## src/rtl/pixel_coord_gen_pkg.sv

```systemverilog
// Shared types and helpers for the pixel coordinate generator.
package pixel_coord_gen_pkg;

  typedef enum logic [1:0] {
    IDLE = 2'd0,
    RUN  = 2'd1,
    DONE = 2'd2
  } pcg_state_t;

  // $clog2 of 1 is 0; a port still needs at least one bit.
  function automatic int unsigned clog2_min1(input int unsigned value);
    return (value <= 1) ? 1 : $clog2(value);
  endfunction

endpackage

```

## src/rtl/pixel_coord_gen_wrap_counter.sv

```systemverilog
// Counter from 0 to MAX_VAL that wraps back to 0 when incremented at MAX_VAL.
module wrap_counter #(
  parameter int unsigned WIDTH   = 4,
  parameter int unsigned MAX_VAL = 15
) (
  input  logic             clk,
  input  logic             rst_n,
  input  logic             en,
  input  logic             clr,
  output logic [WIDTH-1:0] count,
  output logic             at_max
);

  logic [WIDTH-1:0] count_q, count_d;

  assign at_max = (count_q == WIDTH'(MAX_VAL));
  assign count  = count_q;

  always_comb begin
    count_d = count_q;
    if (clr) begin
      count_d = '0;
    end else if (en) begin
      count_d = at_max ? '0 : count_q + WIDTH'(1);
    end
  end

  always_ff @(posedge clk or negedge rst_n) begin
    if (!rst_n) begin
      count_q <= '0;
    end else begin
      count_q <= count_d;
    end
  end

endmodule

```

## src/rtl/pixel_coord_gen.sv

```systemverilog
// Walks a frame in row-major order, one (x, y) per ready/valid transfer.
module pixel_coord_gen
  import pixel_coord_gen_pkg::*;
#(
  parameter int unsigned IMG_W   = 64,
  parameter int unsigned IMG_H   = 48,
  parameter int unsigned X_WIDTH = clog2_min1(IMG_W),
  parameter int unsigned Y_WIDTH = clog2_min1(IMG_H)
) (
  input  logic               clk,
  input  logic               rst_n,
  input  logic               go,
  input  logic               out_ready,
  output logic               out_valid,
  output logic [X_WIDTH-1:0] out_x,
  output logic [Y_WIDTH-1:0] out_y,
  output logic               out_last,
  output logic               busy,
  output logic               done
);

  pcg_state_t state_q, state_d;
  logic valid_q, valid_d;
  logic last_q, last_d;
  logic xfer, cnt_clr;
  logic [X_WIDTH-1:0] x_cnt, x_next;
  logic [Y_WIDTH-1:0] y_cnt, y_next;
  logic x_at_max, y_at_max;

  // valid_q is only ever set in RUN, so a transfer implies RUN.
  assign xfer    = valid_q && out_ready;
  assign cnt_clr = (state_q == IDLE);

  wrap_counter #(
    .WIDTH   (X_WIDTH),
    .MAX_VAL (IMG_W - 1)
  ) u_x_cnt (
    .clk    (clk),
    .rst_n  (rst_n),
    .en     (xfer),
    .clr    (cnt_clr),
    .count  (x_cnt),
    .at_max (x_at_max)
  );

  wrap_counter #(
    .WIDTH   (Y_WIDTH),
    .MAX_VAL (IMG_H - 1)
  ) u_y_cnt (
    .clk    (clk),
    .rst_n  (rst_n),
    .en     (xfer && x_at_max),
    .clr    (cnt_clr),
    .count  (y_cnt),
    .at_max (y_at_max)
  );

  always_comb begin
    // Mirrors the counters' next value so out_last can be registered alongside them.
    x_next = x_at_max ? '0 : x_cnt + X_WIDTH'(1);
    if (!x_at_max) begin
      y_next = y_cnt;
    end else begin
      y_next = y_at_max ? '0 : y_cnt + Y_WIDTH'(1);
    end

    state_d = state_q;
    valid_d = valid_q;
    last_d  = last_q;
    unique case (state_q)
      IDLE: begin
        if (go) begin
          state_d = RUN;
          valid_d = 1'b1;
          last_d  = (IMG_W == 1) && (IMG_H == 1);
        end
      end
      RUN: begin
        if (xfer) begin
          if (last_q) begin
            state_d = DONE;
            valid_d = 1'b0;
            last_d  = 1'b0;
          end else begin
            last_d = (x_next == X_WIDTH'(IMG_W - 1)) && (y_next == Y_WIDTH'(IMG_H - 1));
          end
        end
      end
      DONE: begin
        state_d = IDLE;
      end
      default: begin
        state_d = IDLE;
        valid_d = 1'b0;
        last_d  = 1'b0;
      end
    endcase
  end

  always_ff @(posedge clk or negedge rst_n) begin
    if (!rst_n) begin
      state_q <= IDLE;
      valid_q <= 1'b0;
      last_q  <= 1'b0;
    end else begin
      state_q <= state_d;
      valid_q <= valid_d;
      last_q  <= last_d;
    end
  end

  assign out_valid = valid_q;
  assign out_x     = x_cnt;
  assign out_y     = y_cnt;
  assign out_last  = last_q;
  assign busy      = (state_q != IDLE);
  assign done      = (state_q == DONE);

endmodule

```

## config.mk

```make
export PLATFORM = sky130hd
export DESIGN_NAME = pixel_coord_gen
export DESIGN_NICKNAME = d
export VERILOG_FILES = /design/src/rtl/pixel_coord_gen_pkg.sv /design/src/rtl/pixel_coord_gen_wrap_counter.sv /design/src/rtl/pixel_coord_gen.sv
export SDC_FILE = /design/constraint.sdc
export NUM_CORES = 1
export LEC_CHECK = 0
export CAP_MARGIN = 20
export CORE_ASPECT_RATIO = 1.2
export CORE_MARGIN = 2
export CORE_UTILIZATION = 30
export DETAILED_ROUTE_END_ITERATION = 16
export SLEW_MARGIN = 20
export SYNTH_ARGS = -nofsm -noshare
export SYNTH_HDL_FRONTEND = slang
export SYNTH_SLANG_ARGS = --single-unit
```

## constraint.sdc

```tcl
create_clock -name clk -period 1.7 [get_ports clk]
set_clock_uncertainty 0.1 [all_clocks]
set_input_delay 0.51 -clock clk [delete_from_list [all_inputs] [get_ports clk]]
set_output_delay 0.51 -clock clk [all_outputs]
set_load 0.005 [all_outputs]
```

* After elaboration in Yosys (flattened, before gate mapping)
Cells that the tools add are included.
W data, S select, Z words.
** Word-level totals
- Input bits :: 4
- Bits in registers :: 16
- Output and inout bits :: 16
** Operators by class
- Reductions and logical operators :: 10
- Bitwise logic cells :: 1
- Add/sub/neg operators :: 2
- Mux-type cells :: 19
- Equal/unequal tests :: 9
** Operators by type and width (count)
- $mux W6 :: 7
- $eq A6 B6 Y1 const B :: 4
- $add A6 B1 Y6 const B :: 2
- $mux W1 :: 6
- $mux W2 :: 3
- $ne A2 B2 Y1 const B :: 3
- $pmux W1 S3 :: 2
- $reduce_and A3 Y1 :: 2
- $reduce_bool A2 Y1 :: 3
- $pmux W2 S2 :: 1
- $reduce_and A4 Y1 :: 1
- $logic_and A1 B1 Y1 :: 3
- $eq A2 B1 Y1 const B :: 1
- $eq A2 B2 Y1 const B :: 1
- $logic_not A2 Y1 :: 1
- $not A1 Y1 :: 1

* Depth between registers and ports, before layout
Gate-level depths: netlist of run 1.
- Depth in word-level cells :: 8
- Mapped depth :: 6
- Mapped depth without buffers :: 5

* Modules after synthesis
Synthesis of run 1 repeated with hierarchy kept, for this count alone.
** Unflattened totals
- Cells, all modules :: 94
- Area total of the unflattened synthesis :: 930.9 µm²
** By module, submodules not included
- wrap_counter (u_y_cnt) :: area an instance 325.3 µm², cells an instance 33, instances 1
- wrap_counter (u_x_cnt) :: area an instance 320.3 µm², cells an instance 32, instances 1
- pixel_coord_gen :: area an instance 285.3 µm², cells an instance 29, instances 1

* Least setup slack after synthesis of run 1
No wires, ideal clock.
- Path kind :: reg2reg
- Start point :: register u_x_cnt.count_q[1] (netlist: u_x_cnt.count[1])
- End point :: register u_y_cnt.count_q[5] (netlist: u_y_cnt.count[5])
- Path slack :: 0.015 ns
- Stages on the path, launching flop included :: 6
- Arrival :: 1.503 ns
- Path buffers :: 1
- Data required time :: 1.518 ns
- Period minus slack after synthesis :: 1.685 ns
- Cell sequence :: dfrtp_1 ha_1 clkbuf_8 nand3_4 or4b_1 a31oi_1
** Between the ends
- Longest elaborated chain between the ends :: 3
** Ends and longest elaborated chain
- start: declaration :: line pixel_coord_gen_wrap_counter.sv:14 : logic [WIDTH-1:0] count_q, count_d;
- start signal: assignment :: line pixel_coord_gen_wrap_counter.sv:32 : count_q <= count_d;
- $eq A6 B6 Y1 :: line pixel_coord_gen_wrap_counter.sv:16 : assign at_max = (count_q == WIDTH'(MAX_VAL));
- $logic_and A1 B1 Y1 :: line pixel_coord_gen.sv:52 : .en (xfer && x_at_max),
- $reduce_bool A2 Y1 (no line)
- end signal: assignment :: line pixel_coord_gen_wrap_counter.sv:32
- end: declaration :: line pixel_coord_gen_wrap_counter.sv:14
Every way passes these cells.
A chain may end at the register's enable or synchronous reset.

* Worst setup path in the final report of run 1
- Start point :: register state_q[0]
- End point :: output port busy
** Between the ends
- Longest elaborated chain between the ends :: 1
** Ends and longest elaborated chain
- start: declaration :: line pixel_coord_gen.sv:22 : pcg_state_t state_q, state_d;
- start signal: assignment :: line pixel_coord_gen.sv:106 : state_q <= state_d;
- $reduce_bool A2 Y1 :: line pixel_coord_gen.sv:116 : assign busy = (state_q != IDLE);
- end: declaration :: line pixel_coord_gen.sv:18 : output logic busy,
Every way passes these cells.

==> metrics.md, run 1 <==
| Metric | Value |
|---|---|
| Leakage | just under 0.7 nW |
| Clk pin slew, worst setup/hold paths | approximately 0.1 ns |
| Antenna violations before repair | 0 |
| Maximum root-to-sink buffer count | 2 |
| Crit-path max FO | 3 |
| Vias in the first global route | 930 |
| Top-count cell post-synth | dfrtp_1 |
| Pwr dens | between 900 and 1000 mW/mm² |
| Total wire length | 2.52 mm |
| Core area | 0.00306 mm² |
| Syn nets | ~110 |
| Outcome | complete, but fails checks |
| First DRT Iteration DRCs | 17 |
| Avg Synthesized Cell Area | around 9.4 µm² |
| Post-synth EDFFs | 0 |
| Worst R2R Start | u_x_cnt.count[4] |
| Number of max-cap violations | 0 |
| Slew Limit Headroom | 0.836 |
| Max stage delay on crit path | 0.41 ns |
| Global-route wire length before repair | around 4.1 mm |
| Crit path kind | flop to output port |
| Final setup viols | 1 |
| Sequential area share after synthesis | 0.417 |
| RSZ-0062 raised after global routing | yes |
| Worst setup SP type | flop |
| Nets@finish | between 150 and 200 |
| Maximum number of pins on one net before global-route repair | 17 |
| Ant diodes | 0 |
| Initial Util | 0.314 |
| Arrival time worst endpoint | ~1.1 ns |
| Clock sinks | 16 |
| Hpwl dp | between 1.5 and 2 mm |
| Detailed-route via count | around 1000 |
| I/O Buffers | 19 |
| Synth unique cells | 38 |
| Top_reg_cell synth | dfrtp_1 |
| Hold crit path type | input pin to asynchronous set/reset pin |
| Worst setup EP type | output port |
| 1st-pass router iterations | 4 |
| Die area | roughly 0.0037 mm² |
| Gr ovfl total | 0 |
| Worst VDD drop | ~0.61 mV |
| Tot GR Track Use | 0.145 |
| Syn Inst Count | approximately 100 |
| Max Fclk | a little under 600 MHz |
| Synth top area share | 0.417 |
| Crit path max-delay cell type | dfrtp_1 |
| Die Wd | 55.6 µm |
| CTS Buf Count | 3 |
| Clk root buf | clkbuf_4 |
| YS warnings | 0 |
| H-tree depth | 1 |
| Core Rows | 22 |
| Synth top cells by count | dfrtp_1, nor2_1, nand2_1, o21ai_0, a21oi_1 |
| Reg2Reg Depth | 5 |
| Synth top area cells | dfrtp_1, nor2_1, o21ai_0, ha_1, a21oi_1 |
| Crit share post-route | 1.00 |
| Layout cells sized above 1 | 0.365 |
| Post-route DRC | 0 |
| CTS tree | yes |
| Post-route ant nets | 0 |
| Clock Latency Late Sink | around 0.29 ns |
| Min Tclk post-route | between 1.5 and 2 ns |
| Fraction of registers with async set/reset | 1.00 |
| FF-to-FF setup slack | approximately 0.020 ns |
| Yosys reg bits | 16 |
| Worst-margin pin slew | about 0.24 ns |
| Area Overhead vs Synth | 52.5% |
| Worst Hold Slack | approximately 0.42 ns |
| Critical path, cell by cell | buf_6 > nor2_4 > inv_2 > clkbuf_2 |
| Place WS | -0.469 ns |
| Worst setup path start | state_q[0] |
| Setup slack after layout | -0.00140 ns |
| Hold_buf cts | 0 |
| DR WL/cell | approximately 13 µm |
| Max-slew violation count | 0 |
| Cell taking the most area after synthesis | dfrtp_1 |
| Failing checks | setup timing |
| Top Ports | 20 |
| Reg2reg end | u_y_cnt.count[5] |
| Vias per cell | between 5 and 6 |
| Synthesized area | about 960 µm² |
| Final hold violations | 0 |
| Gp weighted congestion | 0.825 |
| Layout fillers | around 320 |
| Die Ht | 66.0 µm |
| Critical Path RT | 1.09 ns |
[worst max path at each step]
| stage | end | slack [ns] | cells after the start |
|---|---|---|---|
| finish | busy | -0.001 | 4 |
| global placement | u_y_cnt.count[5] | -0.43 | 5 |
| detailed placement | u_y_cnt.count[5] | -0.47 | 5 |
| global route | busy | -0.06 | 4 |
| CTS | busy | -0.11 | 4 |
| floorplan | u_y_cnt.count[5] | 0.01 | 5 |
[repair_timing]
item / 4_1_cts / 5_1_grt
setup endpoints to repair: 20 / 7
pin swaps: 2 / 7
resized for setup: 22 / 15
setup buffers: 14 / 4
[per-stage QoR]
step | instances | total power, mW | TNS (ns) | utilization | area (µm²)
floorplan | 102 | 0.784 | 0 | - | 960
global placement | 171 | 1.02 | -3.05 | 0.421 | 1290
detailed placement | 171 | 1.02 | -2.96 | 0.421 | 1290
CTS | 188 | 1.28 | -0.113 | 0.460 | 1410
global route | 192 | 1.43 | -0.159 | 0.479 | 1460
finish | 192 | 1.33 | -0.00140 | 0.479 | 1460
[power by group]
group / internal, mW / leakage, nW / switching [mW]
logic: 0.359 / 0.471 / 0.281
clock network: 0.0824 / 0.0138 / 0.129
registers: 0.442 / 0.202 / 0.0325
total: 0.883 / 0.687 / 0.442
[worst max-delay path: cells and delay by family (launching register included)]
| family | cells | cell delay [ns] |
|---|---|---|
| flops | 1 | 0.41 |
| buf+inv | 3 | 0.27 |
| simple gates | 1 | 0.12 |
[layer usage]
layer / vias to the layer above / wire length, µm / global-route usage / part of all wire
met5: - / 0 / 0 / 0
met4: 0 / 36 / 0.0610 / 0.014
met3: 4 / 75 / 0.0215 / 0.030
met2: 21 / 1230 / 0.246 / 0.49
met1: 493 / 1170 / 0.183 / 0.47
li1: 481 / - / - / -
[registers in the layout, summed over array words and instances (netlist names)]
| signal | cells |
|---|---|
| u_x_cnt.count | 6 |
| u_y_cnt.count | 6 |
| state_q | 2 |
| out_valid | 1 |
| out_last | 1 |
[kinds of logic after synthesis]
kind of cell,after synthesis,share of synthesized area
flip-flops,16,0.417
buffers and inverters,6,0.0522
multiplexers,2,0.0209
XOR/XNOR,4,0.0365
AND/OR/NAND/NOR,46,0.275
adder cells (fa/ha/maj),3,0.0391
AO/OA/AOI/OAI,25,0.159
[placed cells by master, fill, tap and decap left out, types with 3 or more instances in the layout]
| cell | synthesis | layout |
|---|---|---|
| nand4_1 | 3 | 3 |
| o21ai_0 | 8 | 8 |
| a21oi_1 | 7 | 5 |
| nand2_1 | 8 | 8 |
| nand3_1 | 5 | 5 |
| buf_6 | 1 | 3 |
| dfrtp_1 | 16 | 15 |
| buf_4 | 0 | 35 |
| xor2_1 | 3 | 3 |
| dlygate4sd2_1 | 0 | 13 |
| clkbuf_4 | 0 | 3 |
| nor2_1 | 13 | 12 |
[cell type report]
cell class	count	area, µm²	share of cell area
clock buffers	3	22.5	0.0154
repair buffers	55	445	0.304
inverters	2	7.51	0.00513
multi-input cells	80	542	0.370
flip-flops and latches	16	402	0.274
well taps	36	45.0	0.0308
(Power assumes the default switching activity.)
==> inputs of run 2 (changes only) <==
Settings changed: PLACE_DENSITY set to 0.61.
==> run 2 against run 1 <==
The run still ends with setup timing left. Design area fell by 1.7%. Sequential share of layout area rose by 0.48 points. Fmax fell by 0.22%. Global-route usage barely moved. Largest power group unchanged. Die area did not move.
==> metrics.md, run 2 (synthesis gave the netlist of run 1 again) <==
| Metric | Value |
|---|---|
| Number of max-cap violations | 0 (unchanged) |
| Top Ports | 20 (unchanged) |
| Max stage delay on crit path | 0.40 ns (was 0.41 ns) |
| Final hold violations | 0 (unchanged) |
| Post-route ant nets | 0 (unchanged) |
| Die Ht | 66.0 µm (unchanged) |
| Non-Filler Instances | 189 (was 192) |
| Crit share post-route | 1.00 (about the same) |
| Crit path kind | flop to output port (unchanged) |
| CTS Buf Count | 3 (unchanged) |
| Most common cell after layout, fill and taps aside | buf_4 (unchanged) |
| Clk pin slew, worst setup/hold paths | 0.09 ns (was 0.10 ns) |
| Die Wd | 55.6 µm (unchanged) |
| Arrival time worst endpoint | 1.10 ns (was 1.09 ns) |
| Worst-margin pin slew | 0.237 ns (was 0.244 ns) |
| Critical path, cell by cell | buf_6 > nor2_4 > inv_2 > buf_6 (was buf_6 > nor2_4 > inv_2 > clkbuf_2) |
| Worst R2R Start | u_x_cnt.count[5] (was u_x_cnt.count[4]) |
| Final setup viols | 1 (unchanged) |
| Tot Pwr | 1.24 mW (was 1.33 mW) |
| Die area | 0.00367 mm² (unchanged) |
| Failing checks | setup timing (unchanged) |
| Detailed-route via count | 961 (was 999) |
| Place WS | -0.431 ns (was -0.469 ns) |
| Worst setup EP type | output port (unchanged) |
| Setup slack after layout | -0.00518 ns (was -0.00140 ns) |
| Placement Cell Area | 0.00129 mm² (about the same) |
| Post-route DRC | 0 (unchanged) |
| FF-to-FF setup slack | 0.01 ns (was 0.02 ns) |
| Initial Util | 0.314 (unchanged) |
| Layout cells sized above 1 | 0.333 (was 0.365) |
| Core area | 0.00306 mm² (unchanged) |
| Gr ovfl total | 0 (unchanged) |
| Pwr dens | 864 mW/mm² (was 905 mW/mm²) |
| Outcome | complete, but fails checks (unchanged) |
| Reg2reg end | u_y_cnt.count[5] (unchanged) |
| Worst VDD drop | 0.662 mV (was 0.608 mV) |
| I/O Buffers | 19 (unchanged) |
| Slew Limit Headroom | 0.841 (was 0.836) |
| Global-route wire length before repair | 4.18 mm (was 4.11 mm) |
| Core Rows | 22 (unchanged) |
| Tot GR Track Use | 0.144 (was 0.145) |
| Crit-path max FO | 2 (was 3) |
| RSZ-0062 raised after global routing | yes (unchanged) |
| Ant diodes | 0 (unchanged) |
| Clk root buf | clkbuf_4 (unchanged) |
| TNS Setup | -0.00518 ns (was -0.00140 ns) |
| Sequential cell area | 402 µm² (unchanged) |
| Total wire length | 2.52 mm (about the same) |
| Worst setup SP type | flop (unchanged) |
| DR WL/cell | 13.3 µm (was 13.1 µm) |
| First DRT Iteration DRCs | 19 (was 17) |
| Hold crit path type | input pin to asynchronous set/reset pin (unchanged) |
| Antenna violations before repair | 0 (unchanged) |
| Post-route cell area | 0.00144 mm² (was 0.00146 mm²) |
| CTS tree | yes (unchanged) |
| Maximum root-to-sink buffer count | 2 (unchanged) |
| Most common cell on crit path | buf_6 |
| Clock sinks | 16 (unchanged) |
| Critical Path RT | 1.09 ns (about the same) |
| Vias per cell | 5.08 (was 5.20) |
| Footprint of the multi-input gates | 533 µm² (was 542 µm²) |
| Maximum number of pins on one net before global-route repair | 17 (unchanged) |
| Cell count after placement | 172 (was 171) |
| Worst Hold Slack | 0.430 ns (was 0.422 ns) |
| Fin util | 0.471 (was 0.479) |
| Leakage | 0.674 nW (was 0.687 nW) |
| Max Fclk | 586 MHz (was 588 MHz) |
| Commonest non-fill, non-tap cells in the layout | buf_4, dfrtp_1, dlygate4sd2_1, nor2_1, nand2_1 (was buf_4, dfrtp_1, dlygate4sd2_1, nor2_1) |
| 1st-pass router iterations | 4 (unchanged) |
| Hold_buf cts | 0 (unchanged) |
| Crit path max-delay cell type | dfrtp_1 (unchanged) |
| Min Tclk post-route | 1.71 ns (was 1.70 ns) |
| Gp weighted congestion | 0.817 (was 0.825) |
| Layout fillers | 289 (was 318) |
| Area Overhead vs Synth | 49.9% (was 52.5%) |
| Hpwl dp | 1.70 mm (was 1.67 mm) |
| Clock Latency Late Sink | 0.29 ns (about the same) |
| Reg2Reg Depth | 5 (unchanged) |
| Vias in the first global route | 937 (was 930) |
| Nets@finish | 162 (was 165) |
| H-tree depth | 1 (unchanged) |
| Max-slew violation count | 0 (unchanged) |
[run 2: cell type report]
cell class / instances / share of cell area
multi-input combinational: 80 / 0.370
tap: 36 / 0.0313
clock buffer: 3 / 0.0157
sequential: 16 / 0.279
timing repair buffer: 52 / 0.298
inverter: 2 / 0.00522
[run 2: how the worst max path moves through the flow]
stage / depth (start not counted) / from / slack (ns) / endpoint
after floorplan: 5 / u_x_cnt.count[1] / 0.01 / u_y_cnt.count[5]
after global placement: 5 / out_ready / -0.42 / u_y_cnt.count[5]
after detailed placement: 5 / out_ready / -0.43 / u_y_cnt.count[5]
after CTS: 4 / state_q[1] / -0.01 / busy
after global routing: 4 / state_q[0] / -0.05 / busy
final: 4 / state_q[0] / -0.005 / busy
[run 2: critical path, delay by kind of cell, from the launching register on]
family,cells,cell delay [ns]
buf+inv,3,0.29
simple gates,1,0.13
flops,1,0.40
[run 2: power by group]
| part | switching, mW | leakage (nW) | internal [mW] |
|---|---|---|---|
| Combinational | 0.259 | 0.457 | 0.295 |
| Sequential | 0.0452 | 0.202 | 0.442 |
| Clock | 0.119 | 0.0138 | 0.0823 |
| Total | 0.423 | 0.674 | 0.820 |
[run 2: timing repair]
action	4_1_cts	5_1_grt
gates cloned	0	0
hold endpoints to repair	0	0
setup endpoints to repair	20	7
setup buffers	12	3
pin swaps	3	6
gates resized for setup	26	11
[run 2: per-layer routing]
layer  part of all wire  GRT usage  vias to the layer above
li1                   -          -                      474
met1               0.46      0.177                      457
met2               0.47      0.246                       23
met3              0.042     0.0274                        7
met4              0.023     0.0640                        0
met5                  0          0                        -
